==> config.mk <==
export PLATFORM = sky130hd
export DESIGN_NAME = add_serial
export DESIGN_NICKNAME = d
export VERILOG_FILES = /design/src/rtl/add_serial.sv
export SDC_FILE = /design/constraint.sdc
export NUM_CORES = 1
export LEC_CHECK = 0
export ABC_AREA = 1
export CAP_MARGIN = 20
export CORE_ASPECT_RATIO = 1.25
export CORE_MARGIN = 4
export CORE_UTILIZATION = 53
export CTS_BUF_LIST = sky130_fd_sc_hd__clkbuf_8
export DETAILED_ROUTE_END_ITERATION = 16
export PLACE_DENSITY = 0.82
export SYNTH_ARGS = -nofsm -noshare
export SYNTH_HDL_FRONTEND = slang
export SYNTH_SLANG_ARGS = --single-unit
==> constraint.sdc <==
create_clock -name clk -period 3.35 [get_ports clk]
set_input_delay 0.5025 -clock clk [delete_from_list [all_inputs] [get_ports clk]]
set_output_delay 0.5025 -clock clk [all_outputs]
set_load 0.01 [all_outputs]
==> src/rtl/add_serial.sv <==
// Serial adder/subtractor: CHUNK bits per clock, registered carry between chunks; ovf logic only with ADD_SERIAL_OVF_EN.
// Latency: start at edge E0 -> done pulse in the cycle after edge E(WIDTH/CHUNK).
// Backpressure: start is ignored while busy; a start seen in the DONE cycle is accepted back-to-back.
module add_serial #(
    parameter int WIDTH = 16,
    parameter int CHUNK = 4
) (
    input  logic             clk,
    input  logic             rst_n,
    input  logic             start,
    input  logic             sub,
    input  logic [WIDTH-1:0] a,
    input  logic [WIDTH-1:0] b,
    input  logic             cin,
    output logic             busy,
    output logic             done,
    output logic [WIDTH-1:0] out,
    output logic             cout,
    output logic             ovf
);

    localparam int N  = WIDTH / CHUNK;
    localparam int KW = (N > 1) ? $clog2(N) : 1;

    typedef enum logic [1:0] {IDLE, BUSY, DONE} state_t;

    state_t           state_q;
    logic [KW-1:0]    k_q;
    logic [WIDTH-1:0] a_q, b_q, out_q, out_d;
    logic             carry_q, busy_q, done_q, cout_q;
    logic [CHUNK-1:0] a_chunk, b_chunk;
    logic [CHUNK:0]   sum;
    logic             last;

    always_comb begin
        a_chunk = '0;
        b_chunk = '0;
        out_d   = out_q;
        for (int i = 0; i < N; i++) begin
            if (k_q == KW'(i)) begin
                a_chunk = a_q[i*CHUNK +: CHUNK];
                b_chunk = b_q[i*CHUNK +: CHUNK];
            end
        end
        sum = {1'b0, a_chunk} + {1'b0, b_chunk} + {{CHUNK{1'b0}}, carry_q};
        for (int i = 0; i < N; i++) begin
            if (k_q == KW'(i)) out_d[i*CHUNK +: CHUNK] = sum[CHUNK-1:0];
        end
        last = (k_q == KW'(N - 1));
    end

    // b_q holds the effective operand: already inverted for subtraction.
    always_ff @(posedge clk or negedge rst_n) begin
        if (!rst_n) begin
            state_q <= IDLE;
            k_q     <= '0;
            a_q     <= '0;
            b_q     <= '0;
            out_q   <= '0;
            carry_q <= 1'b0;
            busy_q  <= 1'b0;
            done_q  <= 1'b0;
            cout_q  <= 1'b0;
        end else begin
            case (state_q)
                IDLE, DONE: begin
                    done_q <= 1'b0;
                    if (start) begin
                        a_q     <= a;
                        b_q     <= sub ? ~b : b;
                        carry_q <= sub ? 1'b1 : cin;
                        k_q     <= '0;
                        out_q   <= '0;
                        cout_q  <= 1'b0;
                        busy_q  <= 1'b1;
                        state_q <= BUSY;
                    end else begin
                        busy_q  <= 1'b0;
                        state_q <= IDLE;
                    end
                end
                BUSY: begin
                    out_q   <= out_d;
                    carry_q <= sum[CHUNK];
                    k_q     <= k_q + KW'(1);
                    if (last) begin
                        cout_q  <= sum[CHUNK];
                        busy_q  <= 1'b0;
                        done_q  <= 1'b1;
                        state_q <= DONE;
                    end
                end
                default: begin
                    busy_q  <= 1'b0;
                    done_q  <= 1'b0;
                    state_q <= IDLE;
                end
            endcase
        end
    end

`ifdef ADD_SERIAL_OVF_EN
    logic ovf_q;
    logic carry_into_msb;

    // Carry into the MSB recovered from the MSB sum bit of the final chunk.
    assign carry_into_msb = sum[CHUNK-1] ^ a_q[WIDTH-1] ^ b_q[WIDTH-1];

    always_ff @(posedge clk or negedge rst_n) begin
        if (!rst_n) begin
            ovf_q <= 1'b0;
        end else if ((state_q == IDLE || state_q == DONE) && start) begin
            ovf_q <= 1'b0;
        end else if (state_q == BUSY && last) begin
            ovf_q <= carry_into_msb ^ sum[CHUNK];
        end
    end

    assign ovf = ovf_q;
`else
    assign ovf = 1'b0;
`endif

    assign busy = busy_q;
    assign done = done_q;
    assign out  = out_q;
    assign cout = cout_q;

endmodule

# Word-level counts from Yosys, hierarchy flattened

Index checks and enable logic that the tools add are counted.

Register bits after elaboration: 56
Output and inout port bits: 20
Input port bits: 37

$add $sub $neg: 3
Reduce and logical (&&, ||, !) cells: 10
Muxes and demuxes: 31
Equal/unequal tests: 10
Bitwise operators: 1

Operators by type and width:

| operator            | number |
|---|---|
| $mux 4              | 12 |
| $mux 16             | 2 |
| $pmux 16 s2         | 1 |
| $not 16->16         | 1 |
| $reduce_and 3->1    | 4 |
| $ne 2x2->1 const B  | 5 |
| $mux 1              | 9 |
| $pmux 2 s2          | 2 |
| $eq 2x2->1 const B  | 3 |
| $pmux 1 s2          | 3 |
| $add 4x4->5         | 1 |
| $add 5x1->5         | 1 |
| $eq 2x1->1 const B  | 2 |
| $logic_not 2->1     | 2 |
| $mux 2              | 2 |
| $reduce_and 2->1    | 2 |
| $add 2x1->2 const B | 1 |
| $reduce_bool 2->1   | 1 |
| $reduce_or 2->1     | 1 |

# Logic depth before layout (Yosys ltp)

Gate-level depths: netlist of run 1.

Depth in word-level cells: 9
Depth in mapped cells: 17
Mapped depth without buffers: 17

# Least setup slack after synthesis of run 1

No wires, ideal clock.

Kind: register to register
Start point: register k_q[0]
End point: register out_q[10], in the netlist out[10]
Buffers on the path: 0
Clock period less this slack: 2461 ps
Setup slack: 889 ps
Stages on the path, launching flop included: 16
Arrival: 2335 ps
Cell sequence: dfrtp_1 -> inv_1 -> ha_1 -> inv_2 -> nor2_1 -> nand2_1 -> nand2_1 -> o21ai_1 -> nand2_1 -> o21ai_1 -> fa_1 -> fa_1 -> nor2_1 -> nor2_1 -> o21ai_1 -> o21ai_1

Cells in the longest elaborated chain, start to end: 9
Elaborated cells on any way between the ends: 18
Classes of those cells: add/sub (2); eq/ne (4); mux (10); reduce/logical (2)

Ends and longest elaborated chain:

| what                   | line | text |
|---|---|---|
| from (decl)            | 28   | `logic [KW-1:0] k_q;` |
| from (signal assigned) | 85   | `k_q <= k_q + KW'(1);` |
| $logic_not 2->1        | 40   | `if (k_q == KW'(i)) begin` |
| $mux 4 (4 in series)   | 40   |  |
| $add 4x4->5            | 45   | `sum = {1'b0, a_chunk} + {1'b0, b_chunk} + {{CHUNK{1'b0}}, carry_q};` |
| $add 5x1->5            | 45   |  |
| $mux 4                 | 47   | `if (k_q == KW'(i)) out_d[i*CHUNK +: CHUNK] = sum[CHUNK-1:0];` |
| $pmux 16 s2            | 65   | `case (state_q)` |
| to (signal assigned)   | 83   | `out_q <= out_d;` |
| to (decl)              | 29   | `logic [WIDTH-1:0] a_q, b_q, out_q, out_d;` |

Several ways; a longest one is shown, not always the timed one. The select of a mux whose other input is x is not followed.
A chain may end at the register's enable or synchronous reset.

# Worst setup path after layout of run 1

Start point: register k_q[1]
End point: register out_q[2], in the netlist out[2]

Cells in the longest elaborated chain, start to end: 9
Elaborated cells on any way between the ends: 18
Classes of those cells: add/sub (2); eq/ne (4); mux (10); reduce/logical (2)

Ends and longest elaborated chain:

| what                 | line |
|---|---|
| $logic_not 2->1      | 40, 47 |
| $mux 4 (4 in series) | 40 |
| $add 4x4->5          | 45 |
| $add 5x1->5          | 45 |
| $mux 4               | 47 |
| $pmux 16 s2          | 65 |

Several ways; a longest one is shown, not always the timed one. The select of a mux whose other input is x is not followed.

==> results of run 1 <==
==> stage by stage <==
stage | area [µm²] | instances | utilization [%] | power, µW | hold slack (ns)
6_report | 3420 | 440 | 67.9 | 3280 | 0.492
5_1_grt | 3420 | 440 | 67.9 | 3630 | 0.515
4_1_cts | 3390 | 438 | 67.3 | 3290 | 0.380
3_5_place_dp | 3310 | 431 | 65.5 | 2930 | 0.469
3_3_place_gp | 3310 | 431 | 65.5 | 2850 | 0.469
2_1_floorplan | 2750 | 326 | - | 2390 | 0.207
==> state kept, by name, indices dropped and copies added, names as in the netlist <==
| signal | cells |
|---|---|
| a_q | 16 |
| b_q | 16 |
| busy | 1 |
| carry_q | 1 |
| cout | 1 |
| done | 1 |
| k_q | 2 |
| out | 16 |
| state_q | 1 |
==> final timing paths <==
path | to | cells after the start | from
min in group asynchronous | a_q[13]$_DFFE_PN0P_ | 2 | rst_n
worst max-delay path | out[2]$_DFFE_PN0P_ | 14 | k_q[1]$_DFFE_PN0P_
worst min-delay path | a_q[14]$_DFFE_PN0P_ | 2 | a_q[14]$_DFFE_PN0P_
worst max register to register | out[2]$_DFFE_PN0P_ | 14 | k_q[1]$_DFFE_PN0P_
worst min register to register | a_q[14]$_DFFE_PN0P_ | 2 | a_q[14]$_DFFE_PN0P_
max in group asynchronous | out[13]$_DFFE_PN0P_ | 4 | rst_n
==> critical path: stages (launching register included) <==
cell and delay, ns:
dfrtp_1 0.40, inv_1 0.09, ha_1 0.33, nor2_1 0.28, nand2_1 0.10, nand2_1 0.07, o21ai_1 0.06, nand2_1 0.06
o21ai_1 0.08, fa_1 0.41, fa_1 0.41, nor2_1 0.14, nor2_1 0.06, o21ai_1 0.20, o21ai_1 0.10
==> cells in the mapped netlist, drive strengths merged <==
| library cell | n |
|---|---|
| nand2 | 126 |
| dfrtp | 55 |
| o21ai | 45 |
| inv | 24 |
| xnor2 | 16 |
| buf | 15 |
| nor2 | 12 |
| a21oi | 10 |
| ha | 7 |
| nand3 | 4 |
| nand4 | 4 |
| fa | 2 |
| o211ai | 2 |
| a22oi | 1 |
| conb | 1 |
| o21a | 1 |
| or2 | 1 |
==> cell usage in the layout, fill, tap and decap left out, types with 3 or more instances in the layout <==
cell and instances:
dfrtp_1 55, clkbuf_8 6, nand2_1 126, nand3_1 4
o21ai_2 3, ha_1 7, nand4_1 4, a21oi_1 10
inv_2 10, xnor2_1 16, o21ai_1 41, inv_1 13
nor2_1 11, clkdlybuf4s50_1 54
==> power by group through the flow <==
stage,Clock [µW],Sequential (µW),Combinational (µW)
finish,360,1150,1770
global placement,0,1160,1690
CTS,368,1150,1770
detailed placement,0,1160,1760
floorplan,0,1140,1250
global route,395,1190,2050
==> metal layers <==
layer | up-vias | GRT usage [%] | routed length, µm
li1 | 1131 | - | -
met1 | 1022 | 23.7 | 2260
met4 | 0 | 7.89 | 176
met5 | - | 0 | 0
met3 | 18 | 4.20 | 289
met2 | 65 | 34.5 | 2980
==> final cells by class <==
type | instances | area, µm² | area share, %
well taps | 62 | 77.6 | 2.27
clock inverters | 1 | 5.00 | 0.146
repair buffers | 60 | 611 | 17.8
inverters | 24 | 92.6 | 2.70
flip-flops and latches | 55 | 1380 | 40.2
multi-input cells | 232 | 1180 | 34.4
clock buffers | 6 | 82.6 | 2.41
==> timing repair <==
action	in CTS	in global routing
hold endpoints to repair	0	2
resized for setup	0	0
hold buffers	0	1
==> cells by family (layout without fill, tap and decap cells) <==
logic type,count (synthesis),count (layout),synth area share (%)
compound gates,59,59,12.0
simple gates,147,147,21.0
other cells,1,1,0.137
flops,55,55,50.1
fa+ha+maj,9,9,4.65
buf+inv,39,91,6.93
xor+xnor,16,16,5.10
==> reports/qor.yml, run 1 <==
groute.usage.overall_pct: 19.7
netlist_instances: 326
root_buffer: "clkbuf_8"
cts_num_sinks: 55
htree_levels: 2
min_period_over_period_pct: 86.9
die_h_um: 88.5
ys_ff_latch: 55
seq_area_frac_synth_pct: 50.1
setup_ws_ns: 0.440
dpl.hpwl_um: 4380
p_leak_uw: 0.00164
final.setup_skew_ns: 0.00357
finalSetupViolCount: 0
pwr-share-seq_pct: 35.2
clkSlewWorstSetupHoldPaths_ns: 0.09
num_antenna_cells: 0
slew_violations: 0
first_iter_violations: 109
tightest_slew_ns: 0.517
hp-class: "flip-flop to flip-flop"
grt_max_degree: 46
grt-ovfl-total: 0
pwr-share-comb_pct: 53.9
cts_tree: "built"
ys_types: 24
antenna_found_initial: 0
grt_pass1_vias: 2150
drive_gt1_share_pct: 7.41
coreArea_um2: 5040
worst-path-max-fanout: 14
ant_nets: 0
grt_first_pass_wirelength_um: 9830
cts_inserted_buffers: 5
yosysTopAreaCell: "dfrtp_1"
post_cts_buffers: 0
rsz0062_at_grt: "no"
first_pass_iters: 4
finalCriticalPeriod_ns: 2.91
fin_tns_setup_ns: 0
critPathCaptureType: "flip-flop"
die-area_um2: 6400
clock_latency_ns: 0.30
dp_slack_ns: 0.485
cp.arrival_ns: 3.10
power.density_nw_per_um2: 958
place_congestion: 0.907
p_sw_uw: 1450
ir_drop_mv: 0.504
nets: 424
ioPinCount: 57
fp.dieW_um: 72.4
synth_top_area_share_pct: 50.1
synth_area_um2: 2750
sw_frac_of_total_pct: 44.3
hold_violations: 0
max_clock_freq_ghz: 0.344
pwr-share-clk_pct: 11.0
critPathKind: "flip-flop to flip-flop"
start_kind: "flip-flop"
p_int_uw: 1830
drc_errors: 0
core.rowCount: 29
syn2layout_area_growth_pct: 24.7
vias: 2236
status: "completed"
io_buffers: 55
clockBufferDepth: 2
wl_um: 5710
synth_area_leaders: "dfrtp_1, nand2_1, o21ai_1"
avgSynthCellArea_um2: 8.42
fillCellCount: 421
r2r_slack_ns: 0.44
wl_per_cell_um: 13.0
cap_violations: 0
synthesis.nets: 372
yosys_warnings: 0
max_slew_margin_pct: 65.4
viasPerCell: 5.08
start_util_pct: 54.4
cp.required_ns: 3.54
Power figures use the tool's default switching activity.
==> inputs of run 2 (changes only) <==
- SKIP_LAST_GASP: unset -> 1
==> results of run 2 <==
Final layout, timing and power as in run 1 (identical DEF).
